File: config.mk
export PLATFORM = sky130hd
export DESIGN_NAME = irq_request_latch
export DESIGN_NICKNAME = d
export VERILOG_FILES = /design/src/rtl/irq_request_latch.sv
export SDC_FILE = /design/constraint.sdc
export NUM_CORES = 1
export LEC_CHECK = 0
export CORE_AREA = 2 2 39 41
export DETAILED_ROUTE_END_ITERATION = 10
export DIE_AREA = 0 0 41 43
export GPL_ROUTABILITY_DRIVEN = 0
export PLACE_DENSITY_LB_ADDON = 0.1
export REMOVE_ABC_BUFFERS = 1
export SLEW_MARGIN = 10
export SYNTH_ARGS = -nofsm -noshare
export SYNTH_HDL_FRONTEND = slang
export SYNTH_SLANG_ARGS = --single-unit
File: constraint.sdc
create_clock -name clk -period 1.5 [get_ports clk]
set_clock_uncertainty 0.2 [all_clocks]
set_input_delay 0.15 -clock clk [delete_from_list [all_inputs] [get_ports clk]]
set_output_delay 0.15 -clock clk [all_outputs]
set_load 0.05 [all_outputs]
File: src/rtl/irq_request_latch.sv
// -----------------------------------------------------------------------------
// irq_request_latch
//
// Purpose:
//   Turns rising edges on WIDTH request lines into sticky pending bits. It then
//   offers the highest-index unmasked pending request to a consumer through a
//   registered valid/id pair with an ack handshake. The raw pending vector is
//   exported unmasked so a downstream priority encoder sees every latched
//   event. Every output is a flop; nothing is driven combinationally from the
//   inputs.
//
// Ports:
//   clk        in   1          single clock, rising edge
//   rst        in   1          synchronous active-high reset, wins over all
//   req_in     in   WIDTH      request lines, a 0->1 between samples is an event
//   mask       in   WIDTH      1 = excluded from selection (still latches)
//   irq_ack    in   1          consumer accepts the offered irq_id
//   pending    out  WIDTH      sticky event bits, unmasked
//   irq_valid  out  1          any unmasked pending bit
//   irq_id     out  ID_W       highest unmasked pending index, 0 when idle
//   overflow   out  1          one-cycle pulse: event hit an already-pending bit
// -----------------------------------------------------------------------------
module irq_request_latch #(
  parameter int WIDTH = 4,
  parameter int ID_W  = 2
) (
  input  logic             clk,
  input  logic             rst,
  input  logic [WIDTH-1:0] req_in,
  input  logic [WIDTH-1:0] mask,
  input  logic             irq_ack,
  output logic [WIDTH-1:0] pending,
  output logic             irq_valid,
  output logic [ID_W-1:0]  irq_id,
  output logic             overflow
);

  // The id field must be exactly wide enough to index every request line.
  if (ID_W != $clog2(WIDTH)) begin : g_bad_id_w
    $error("irq_request_latch: ID_W must equal $clog2(WIDTH)");
  end

  // One-hot decode of an index; used to clear the bit being serviced.
  function automatic logic [WIDTH-1:0] onehot_f(input logic [ID_W-1:0] idx);
    logic [WIDTH-1:0] res;
    res = {WIDTH{1'b0}};
    for (int i = 0; i < WIDTH; i++) begin
      if (idx == ID_W'(i)) begin
        res[i] = 1'b1;
      end else begin
        res[i] = 1'b0;
      end
    end
    return res;
  endfunction

  // Index of the highest set bit, 0 when the vector is empty. Scanning upward
  // lets the highest hit overwrite all lower ones.
  function automatic logic [ID_W-1:0] highest_f(input logic [WIDTH-1:0] vec);
    logic [ID_W-1:0] res;
    res = {ID_W{1'b0}};
    for (int i = 0; i < WIDTH; i++) begin
      if (vec[i]) begin
        res = ID_W'(i);
      end else begin
        res = res;
      end
    end
    return res;
  endfunction

  logic [WIDTH-1:0] req_prev_r;
  logic [WIDTH-1:0] rise_s;
  logic [WIDTH-1:0] clr_s;
  logic [WIDTH-1:0] pend_nx_s;
  logic [WIDTH-1:0] act_nx_s;
  logic             valid_nx_s;
  logic [ID_W-1:0]  id_nx_s;
  logic             ovf_nx_s;

  // Edge detect, service clear, sticky update and next-cycle selection.
  always_comb begin
    rise_s = req_in & ~req_prev_r;
    // The clear follows the registered offer, so masking that id on the ack
    // cycle does not cancel the service. Acks while idle are ignored.
    if (irq_ack && irq_valid) begin
      clr_s = onehot_f(irq_id);
    end else begin
      clr_s = {WIDTH{1'b0}};
    end
    // OR-ing the rise in last makes a new event survive a same-edge clear.
    pend_nx_s  = (pending & ~clr_s) | rise_s;
    ovf_nx_s   = |(rise_s & pending & ~clr_s);
    act_nx_s   = pend_nx_s & ~mask;
    valid_nx_s = |act_nx_s;
    id_nx_s    = highest_f(act_nx_s);
  end

  // State and output registers; reset discards any same-edge event or ack.
  // req_prev resets high so lines already asserted at reset release are not
  // mistaken for fresh events.
  always_ff @(posedge clk) begin
    if (rst) begin
      req_prev_r <= {WIDTH{1'b1}};
      pending    <= {WIDTH{1'b0}};
      irq_valid  <= 1'b0;
      irq_id     <= {ID_W{1'b0}};
      overflow   <= 1'b0;
    end else begin
      req_prev_r <= req_in;
      pending    <= pend_nx_s;
      irq_valid  <= valid_nx_s;
      irq_id     <= id_nx_s;
      overflow   <= ovf_nx_s;
    end
  end

endmodule

### After elaboration in Yosys (flattened, before gate mapping)

Cells that the tools add are included.

| word-level totals | value |
|---|---|
| flip-flop bits (word level) | 12 |
| word-level logic and storage cells | 29 |

| cells by class | value |
|---|---|
| equality and inequality tests | 3 |
| multiplexer cells | 8 |
| bitwise logic cells | 9 |
| reduce and logical (&&, ||, !) cells | 4 |

Operator list:

| operator | number |
|---|---|
| 4-bit AND | 5 |
| 4-bit inverter | 3 |
| 4-bit OR reduction | 2 |
| 1-bit two-way mux | 5 |
| 2-bit equality test (second input constant) | 2 |
| 2-bit two-way mux | 2 |
| 4-bit two-way mux | 1 |
| 4-bit OR | 1 |
| 2-bit by 1-bit equality test with 1-bit output (second input constant) | 1 |
| 2-bit logical NOT | 1 |
| 1-bit logical AND | 1 |

### Depth between registers and ports, before layout

Gate-level depths: netlist of the first run.

| depth | value |
|---|---|
| depth in word-level cells | 10 |
| depth in mapped cells | 4 |
| gate-level depth less buffers | 4 |

### Least setup slack after synthesis of the first run

No wires, ideal clock.

| path | value |
|---|---|
| kind | register -> register |
| start | register irq_id[1] |
| end | register irq_valid |
| arrival time | 1.357 ns |
| data required time | 1.205 ns |
| path slack | -0.153 ns |
| cell stages (with the launch flop) | 5 |
| buffers on the path | 0 |
| path through | dfxtp_1 nand4b_1 a21oi_1 or3_4 o311ai_1 |

| between the ends | value |
|---|---|
| cells in the longest elaborated chain, start to end | 8 |
| elaborated cells on any way between the ends | 14 |

Ends and longest elaborated chain:

| element | line | RTL |
|---|---|---|
| from (decl) | 34 | `output logic [ID_W-1:0] irq_id,` |
| from (signal assigned) | 107 | `irq_id <= {ID_W{1'b0}};` |
| from (signal assigned) | 113 | `irq_id <= id_nx_s;` |
| 2-bit by 1-bit equality test with 1-bit output, or another cell as far along | 48 | `if (idx == ID_W'(i)) begin` |
| 1-bit two-way mux | 48 |  |
| 4-bit two-way mux * | 86 | `if (irq_ack && irq_valid) begin` |
| 4-bit inverter * | 92 | `pend_nx_s = (pending & ~clr_s) \| rise_s;` |
| 4-bit AND * | 92 |  |
| 4-bit OR * | 92 |  |
| 4-bit AND * | 94 | `act_nx_s = pend_nx_s & ~mask;` |
| 4-bit OR reduction * | 95 | `valid_nx_s = \|act_nx_s;` |
| to (signal assigned) | 112 | `irq_valid <= valid_nx_s;` |
| to (decl) | 33 | `output logic irq_valid,` |

Mark *: on every way between the ends. The rest lies on a longest branch, timed or not.
A chain may end at the register's enable or synchronous reset.

### Final worst setup path of the first run

Same ends and word-level chain as after synthesis.

==> results of run 1 <==
## worst register-to-register path, cell delays in order, from the launching register on
cell      delay [ns]
dfxtp_2         0.39
nand4b_1        0.15
a21oi_1         0.10
or3_4           0.35
o311ai_1        0.10
## final cells by class
cell class / count / area (µm²) / area share, %
Timing Repair Buffer: 24 / 305 / 37.9
Sequential cell: 12 / 243 / 30.2
Multi-Input combinational cell: 32 / 206 / 25.7
Clock buffer: 3 / 22.5 / 2.80
Tap cell: 16 / 20.0 / 2.49
Inverter: 2 / 7.51 / 0.933
## Yosys cell counts (all sizes together)
cell,instances
nor2b,4
and3,1
or3,1
a21oi,4
or2,6
o32a,1
nand4b,2
o311ai,1
nand3,3
inv,2
clkbuf,1
o22ai,1
a31oi,2
dfxtp,12
nor2,5
nand4,1
## power by group through the flow
stage               Sequential (W)  Combinational (W)  Clock, W
global placement          0.000364           0.000182         0
detailed placement        0.000364           0.000184         0
global route              0.000360           0.000194  0.000217
floorplan                 0.000401          0.0000330         0
finish                    0.000358           0.000183  0.000194
CTS                       0.000357           0.000184  0.000201
## cell families (layout without fill, tap and decap cells)
logic type | Yosys count | in the layout | share of synthesized area [%]
buffers and inverters | 3 | 29 | 2.46
flip-flops | 12 | 12 | 52.5
AND/OR/NAND/NOR | 23 | 23 | 30.3
AO/OA/AOI/OAI | 9 | 9 | 14.8
## flip-flops by register name, indices dropped and copies added, names as in the netlist
register and cells:
irq_valid 1, overflow 1, irq_id 2, req_prev_r 4, pending 4
## metal layers
metal  share of wire, %  wire [µm]  up-vias
li1                   -          -      218
met1                 45        472      197
met2                 46        486       18
met3                7.2         76        2
met4                1.8         19        0
met5                  0          0        -
## metrics by stage
stage	power (W)	utilization, %	setup TNS [ns]	area (µm²)
2_1_floorplan	0.000434	-	-0.476	454
3_3_place_gp	0.000546	56.3	-0.412	779
3_5_place_dp	0.000548	56.3	-0.512	779
4_1_cts	0.000742	58.0	0	802
5_1_grt	0.000771	58.1	0	805
6_report	0.000734	58.1	0	805
## path summary, 6_finish.rpt
kind                               from                  endpoint  depth (start not counted)
setup / recovery   irq_id[1]$_SDFF_PP0_      irq_valid$_SDFF_PP0_                          4
hold reg to reg   pending[3]$_SDFF_PP0_       overflow$_SDFF_PP0_                          2
setup reg to reg   irq_id[1]$_SDFF_PP0_      irq_valid$_SDFF_PP0_                          4
hold / removal                req_in[2]  req_prev_r[2]$_SDFF_PP1_                          2
## repair_timing
| item | CTS | global route |
|---|---|---|
| endpoints found under the hold margin | 0 | 0 |
| resized for setup | 0 | 2 |
| endpoints found under the setup margin | 0 | 3 |
==> summary.md, run 1 <==
| Metric | Value |
|---|---|
| Status | finished, final reports clean |
| Top cells by area, synth | dfxtp_1, or2_2, nor2b_1, nor2_1, nand4b_1 |
| Remaining antenna violation count | 0 |
| Gr ovfl total | 0 |
| CP arrival | 1.36 ns |
| ANT cells | 0 |
| Top Usage Layer GRT | met2 |
| Initial antenna violation count | 0 |
| Leak | 0.325 nW |
| Crit end category | flip-flop |
| Clock share of power | 26.4% |
| Sw power | 0.000202 W |
| CP peak stage delay | 0.39 ns |
| Power Density | 913 nW/µm² |
| Ys Warns | 0 |
| Number of distinct library cells after synthesis | 17 |
| CTS tree | yes |
| Dominant cell type by area after synthesis | dfxtp_1 |
| Starting Density | 33.1% |
| CP Max Fanout | 5 |
| Clk pin slew, worst setup/hold paths | 0.07 ns |
| Most frequent cells in the layout | clkdlybuf4s50_1, dfxtp_1, buf_12 |
| Met2 GRT Util | 20.9% |
| Hold-fix buffers, CTS | 0 |
| Routed len/inst | 11.8 µm |
| Clock latency on the worst-skew pair | 0.27 ns |
| Cells along the critical path | nand4b_1 -> a21oi_1 -> or3_4 -> o311ai_1 |
| Number of buffers created by CTS | 3 |
| Max Root-Sink Buffers | 2 |
| Fin. max-slew vios | 0 |
| First-pass GRT wire length | 1750 µm |
| Vias per cell | 4.89 |
| Max-Cap Viols | 0 |
| Vias in the first global route | 409 |
| Net Sw Frac | 27.4% |
| Die Wd | 41 µm |
| IO buf count | 18 |
| Critical path's slowest cell | dfxtp_2 |
| Layout cells sized above 1 | 39.7% |
| Post-CTS setup repair buffer count | 0 |
| Largest net degree at the start of global routing | 7 |
| # fillers | 122 |
| Final period utilization | 92.6% |
| Data required time of the critical path | 1.47 ns |
| FMAX | 720 MHz |
| Sequential power share | 48.7% |
| Clk sink count | 12 |
| Top cell family by delay on the critical path | simple AND/OR/NAND/NOR gates |
| CTS root buf | clkbuf_4 |
| Violation count after the first detailed-routing iteration | 7 |
| Dpl hpwl | 860 µm |
| Mapped Area | 458 µm² |
| Pint | 0.000533 W |
| #FFs+latches synth | 12 |
| Finished Layout Cells | 89 |
| Max VDD drop | 0.000520 V |
| H-tree Lvls | 1 |
| First drt pass iteration count | 4 |
| Combinational share of power | 24.9% |
| Syn_area_per_cell | 9.74 µm² |
| Met3 usage | 4.71% |
| Total core area | 1380 µm² |
| Final net count | 86 |
| Final setup violating endpoints | 0 |
| Worst setup margin | 0.111 ns |
| Cells after Synth | 47 |
| Vias | 435 |
| Relative slew slack | 83.9% |
| Syn-to-layout area delta | 75.7% |
| Die ar. | 1760 µm² |
| WS Path Type | flip-flop to flip-flop |
| Pre-CTS setup slack | -0.164 ns |
| Crit start category | flip-flop |
| Hold slack | 0.263 ns |
| Ports | 19 |
| Fin. Hold Viols | 0 |
| Seq/Total Area, Yosys | 52.5% |
| Dpl cells | 86 |
| Grt met1 use | 20.3% |
| CP Buf/Inv Count | 0 |
| Hold WC Path Type | primary input to flip-flop |
| DIE HEIGHT | 43 µm |
| Row count | 14 |
| RSZ-0062 raised after global routing | no |
| Crit path time final | 1.39 ns |
| Yosys top cell area share | 52.5% |
| Gr usage total | 15.1% |
| Worst-Margin Slew | 0.238 ns |
| R2R Setup Slk | 0.11 ns |
| Final wirelength | 1050 µm |
| Residual DRC | 0 |
(Power assumes the default switching activity.)
==> run 2, diff against run 1 <==
GPL_TIMING_DRIVEN = 0   (was not set)
==> summary.md, run 2 (same netlist as run 1, synthesis figures left out) <==
| Metric | Value |
|---|---|
| Die ar. | 1760 µm² (unchanged) |
| Crit start category | primary input (was flip-flop) |
| Layout cells sized above 1 | 29.9% (was 39.7%) |
| Gr ovfl total | 0 (unchanged) |
| CP Max Fanout | 13 (was 5) |
| Final net count | 80 (was 86) |
| Hold WC Path Type | primary input to flip-flop (unchanged) |
| Relative slew slack | 68.2% (was 83.9%) |
| Data required time of the critical path | 1.47 ns (about the same) |
| Fin. max-slew vios | 0 (unchanged) |
| Worst setup margin | 0.0846 ns (was 0.111 ns) |
| # fillers | 154 (was 122) |
| Crit path time final | 1.42 ns (was 1.39 ns) |
| Gr usage total | 12.0% (was 15.1%) |
| RSZ-0062 raised after global routing | no (unchanged) |
| Vias per cell | 4.94 (was 4.89) |
| Crit end category | flip-flop (unchanged) |
| Max Root-Sink Buffers | 2 (unchanged) |
| First-pass GRT wire length | 1370 µm (was 1750 µm) |
| Largest net degree at the start of global routing | 14 (was 7) |
| Syn-to-layout area delta | 45.6% (was 75.7%) |
| Total core area | 1380 µm² (unchanged) |
| Status | finished, final reports clean (unchanged) |
| Most common cell after layout, fill and taps aside | dfxtp_1 |
| IO buf count | 18 (unchanged) |
| Max VDD drop | 0.000541 V (was 0.000520 V) |
| Fin. Hold Viols | 0 (unchanged) |
| Final period utilization | 94.4% (was 92.6%) |
| Ports | 19 (unchanged) |
| Vias in the first global route | 354 (was 409) |
| Power, Total | 0.000671 W (was 0.000734 W) |
| ANT cells | 0 (unchanged) |
| Starting Density | 33.1% (unchanged) |
| Most frequent cells in the layout | dfxtp_1, clkdlybuf4s50_1, or2_2 (was clkdlybuf4s50_1, dfxtp_1, buf_12) |
| Clk sink count | 12 (unchanged) |
| Row count | 14 (unchanged) |
| WS Path Type | primary input to flip-flop (was flip-flop to flip-flop) |
| Violation count after the first detailed-routing iteration | 4 (was 7) |
| DIE HEIGHT | 43 µm (unchanged) |
| CTS tree | yes (unchanged) |
| Final setup violating endpoints | 0 (unchanged) |
| FMAX | 707 MHz (was 720 MHz) |
| Initial antenna violation count | 0 (unchanged) |
| Setup tns final | 0 ns (unchanged) |
| Max-Cap Viols | 0 (unchanged) |
| Routed len/inst | 10.6 µm (was 11.8 µm) |
| Die Wd | 41 µm (unchanged) |
| Top Registers | pending: 4 flops, req_prev_r: 4 flops, irq_id: 2 flops (unchanged) |
| Remaining antenna violation count | 0 (unchanged) |
| Clock latency on the worst-skew pair | 0.26 ns (was 0.27 ns) |
| CTS root buf | clkbuf_4 (unchanged) |
| Number of buffers created by CTS | 3 (unchanged) |
| Residual DRC | 0 (unchanged) |
| Worst-Margin Slew | 0.480 ns (was 0.238 ns) |
| Power Density | 1010 nW/µm² (was 913 nW/µm²) |
| Clk pin slew, worst setup/hold paths | 0.07 ns (about the same) |
| H-tree Lvls | 1 (unchanged) |
| Vias | 410 (was 435) |
| Layout Utilization | 48.2% (was 58.1%) |
| Pre-CTS setup slack | -0.201 ns (was -0.164 ns) |
| First drt pass iteration count | 4 (unchanged) |
| CP arrival | 1.39 ns (was 1.36 ns) |
| Final wirelength | 881 µm (was 1050 µm) |
| Leak | 0.261 nW (was 0.325 nW) |
| Hold slack | 0.269 ns (was 0.263 ns) |
## run 2: cell types whose count changed in the layout (fill, tap and decap cells not counted)
cell             delta
clkdlybuf4s15_1     +1
buf_4               -6
clkdlybuf4s15_2     +4
dfxtp_1             +2
dfxtp_2             -2
buf_12              -8
clkbuf_2            +3
## run 2: final timing paths
check,start,slack [ns],cells past startpoint,to
worst max-delay path,rst,0.08,4,irq_valid$_SDFF_PP0_
worst min-delay path,req_in[2],0.27,2,req_prev_r[2]$_SDFF_PP1_
worst max register to register,irq_id[0]$_SDFF_PP0_,0.10,4,irq_valid$_SDFF_PP0_
worst min register to register,pending[3]$_SDFF_PP0_,0.31,2,overflow$_SDFF_PP0_
## run 2: critical path, cell delays in order
cell and delay, ns:
clkdlybuf4s50_1 0.60, or2_2 0.36, o32a_1 0.20, o311ai_1 0.07
## run 2: metrics by stage
| step | cells | instance area, µm² |
|---|---|---|
| floorplan | 46 | 454 |
| global placement | 80 | 654 |
| detailed placement | 80 | 654 |
| CTS | 83 | 681 |
| global route | 83 | 667 |
| finish | 83 | 667 |
## run 2: final cells by class
cell class | count | area (µm²) | area share (%)
Clock buffer | 3 | 22.5 | 3.38
Inverter | 2 | 7.51 | 1.13
Multi-Input combinational cell | 32 | 206 | 31.0
Timing Repair Buffer | 18 | 170 | 25.5
Tap cell | 16 | 20.0 | 3.00
Sequential cell | 12 | 240 | 36.0
## run 2: power breakdown
group	total, W	switching [W]	internal [W]
combinational	0.000132	0.0000754	0.0000569
clock	0.000188	0.0000953	0.0000927
sequential	0.000351	0.0000136	0.000337
## run 2: what timing repair did
item,in CTS,in global routing
buffers inserted,0,0
endpoints found under the setup margin,8,4
hold buffers,0,0
endpoints found under the hold margin,0,0
gates resized for setup,19,4
## run 2: routing by layer
layer | track usage (%) | share of wire, %
met2 | 16.9 | 41
met5 | 0 | 0
met3 | 4.19 | 9.9
met1 | 14.6 | 47
met4 | 8.00 | 1.6
==> run 3, diff against run 2 <==
CELL_PAD_IN_SITES_DETAIL_PLACEMENT = 1   (was not set)
CELL_PAD_IN_SITES_GLOBAL_PLACEMENT = 2   (was not set)
CORE_AREA = not set   (was 2 2 39 41)
CORE_MARGIN = 2   (was not set)
CORE_UTILIZATION = 22   (was not set)
DIE_AREA = not set   (was 0 0 41 43)
==> summary.md, run 3 (same netlist as run 1, synthesis figures left out) <==
| Metric | Value |
|---|---|
| Worst-Margin Slew | 0.481 ns (was 0.480 ns) |
| Sw power | 0.000198 W (was 0.000184 W) |
| Net Sw Frac | 26.7% (was 27.5%) |
| DIE HEIGHT | 49.6 µm (was 43 µm) |
| Pint | 0.000542 W (was 0.000487 W) |
| Met3 Routed Length | 54 µm (was 87 µm) |
| Routed len/inst | 11.1 µm (was 10.6 µm) |
| Die Wd | 49.6 µm (was 41 µm) |
| RSZ-0062 raised after global routing | yes (was no) |
| CTS tree | yes (unchanged) |
| Gr usage total | 10.0% (was 12.0%) |
| Power, Total | 0.000740 W (was 0.000671 W) |
| Vias | 409 (was 410) |
| Max-Cap Viols | 0 (unchanged) |
| H-tree Lvls | 1 (unchanged) |
| CP peak stage delay | 0.51 ns (was 0.60 ns) |
| Fin. Hold Viols | 0 (unchanged) |
| Sequential power share | 47.5% (was 52.3%) |
| First-pass GRT wire length | 1800 µm (was 1370 µm) |
| Number of buffers created by CTS | 3 (unchanged) |
| Data required time of the critical path | 1.15 ns (was 1.47 ns) |
| Placed cell area | 668 µm² (was 654 µm²) |
| Gr ovfl total | 0 (unchanged) |
| IO buf count | 18 (unchanged) |
| CTS root buf | clkbuf_4 (unchanged) |
| Hold-fix buffers, CTS | 0 (unchanged) |
| Combinational share of power | 18.1% (was 19.7%) |
| ANT cells | 0 (unchanged) |
| Fin. max-slew vios | 0 (unchanged) |
| Final setup violating endpoints | 0 (unchanged) |
| Clock latency on the worst-skew pair | 0.27 ns (was 0.26 ns) |
| Worst setup margin | 0.0600 ns (was 0.0846 ns) |
| Final period utilization | 96.0% (was 94.4%) |
| Leak | 0.271 nW (was 0.261 nW) |
| Top Registers | pending: 4 flops, req_prev_r: 4 flops, irq_id: 2 flops (unchanged) |
| WL met2 | 466 µm (was 363 µm) |
| Crit path time final | 1.44 ns (was 1.42 ns) |
| Clk sink count | 12 (unchanged) |
| Syn-to-layout area delta | 52.7% (was 45.6%) |
| Die ar. | 2460 µm² (was 1760 µm²) |
| Final wirelength | 1050 µm (was 881 µm) |
| Layout cells sized above 1 | 30.9% (was 29.9%) |
| Critical path's slowest cell | dlygate4sd2_1 (was clkdlybuf4s50_1) |
| Power Density | 1060 nW/µm² (was 1010 nW/µm²) |
| Met1 Wirelength | 518 µm (was 416 µm) |
| Post-CTS setup repair buffer count | 0 (unchanged) |
| Final net count | 80 (unchanged) |
| Vias per cell | 4.31 (was 4.94) |
| Most frequent cells in the layout | dfxtp_1, clkdlybuf4s50_1, or2_2 (unchanged) |
| Clock share of power | 34.3% (was 28.0%) |
| Status | finished, final reports clean (unchanged) |
| Residual DRC | 0 (unchanged) |
| Row count | 16 (was 14) |
| Final Instance Area | 699 µm² (was 667 µm²) |
| FMAX | 694 MHz (was 707 MHz) |
| CP Buf/Inv Count | 1 (unchanged) |
| CP Max Fanout | 1 (was 13) |
| Ports | 19 (unchanged) |
| Violation count after the first detailed-routing iteration | 6 (was 4) |
| Hold WC Path Type | primary input to flip-flop (unchanged) |
| Relative slew slack | 68.1% (was 68.2%) |
| Remaining antenna violation count | 0 (unchanged) |
| Initial antenna violation count | 0 (unchanged) |
| Cells along the critical path | dlygate4sd2_1 (was clkdlybuf4s50_1 -> or2_2 -> o32a_1 -> o311ai_1) |
| Starting Density | 23.3% (was 33.1%) |
| Max Root-Sink Buffers | 2 (unchanged) |
| Largest net degree at the start of global routing | 14 (unchanged) |
| Hold slack | 0.264 ns (was 0.269 ns) |
| First drt pass iteration count | 2 (was 4) |
| Clk pin slew, worst setup/hold paths | 0.08 ns (was 0.07 ns) |
| Total core area | 1960 µm² (was 1380 µm²) |
| WS Path Type | flip-flop to output pin (was primary input to flip-flop) |
| Max Used Layer | met4 (unchanged) |
| Crit start category | flip-flop (was primary input) |
| Crit end category | output pin (was flip-flop) |
| Top cell family by delay on the critical path | buffers and inverters (unchanged) |
| Max VDD drop | 0.000495 V (was 0.000541 V) |
| Pre-CTS setup slack | -0.240 ns (was -0.201 ns) |
| CP arrival | 1.09 ns (was 1.39 ns) |
| Vias in the first global route | 427 (was 354) |
| Most common cell after layout, fill and taps aside | dfxtp_1 (unchanged) |
run 3: cell types whose count changed in the layout (fill, tap and decap cells not counted), sizes merged:
cell / previous run / this run
dlygate4sd2: 0 / 1
run 3: area by class of cell:
type                    instances  area, µm²
fillers                       240       1260
flip-flops and latches         12        240
multi-input cells              32        206
repair buffers                 18        175
clock buffers                   4       36.3
well taps                      27       33.8
inverters                       2       7.51
run 3: timing repair:
item                                    4_1_cts  5_1_grt
endpoints found under the setup margin        8        3
resized for setup                            20        2
pin swaps                                     0        1
run 3: layer usage:
layer | vias up | GRT usage, %
met5 | - | 0
met4 | 0 | 6.94
met3 | 2 | 3.03
met2 | 11 | 14.9
met1 | 187 | 12.3
li1 | 209 | -
run 3: power by group through the flow:
stage	Combinational, W	Clock, W	Sequential, W
6_report	0.000134	0.000254	0.000352
3_5_place_dp	0.000141	0	0.000359
5_1_grt	0.000143	0.000279	0.000356
4_1_cts	0.000137	0.000267	0.000352
3_3_place_gp	0.000141	0	0.000359
2_1_floorplan	0.0000330	0	0.000401
run 3: final timing paths:
kind                    startpoint                        to  slack, ns  cells after the start
min reg2reg  pending[0]$_SDFF_PP0_       overflow$_SDFF_PP0_       0.32                      2
max reg2reg   irq_id[0]$_SDFF_PP0_      irq_valid$_SDFF_PP0_       0.10                      4
max            overflow$_SDFF_PP0_                  overflow       0.06                      1
min                      req_in[2]  req_prev_r[2]$_SDFF_PP1_       0.26                      2
run 3: metrics by stage:
stage / TNS (ns) / instances / utilization (%)
final: 0 / 95 / 35.7
after global routing: -0.0241 / 95 / 35.7
after CTS: 0 / 95 / 36.2
after detailed placement: -0.942 / 91 / 34.1
after global placement: -0.949 / 91 / 34.1
after floorplan: -0.476 / 46 / -
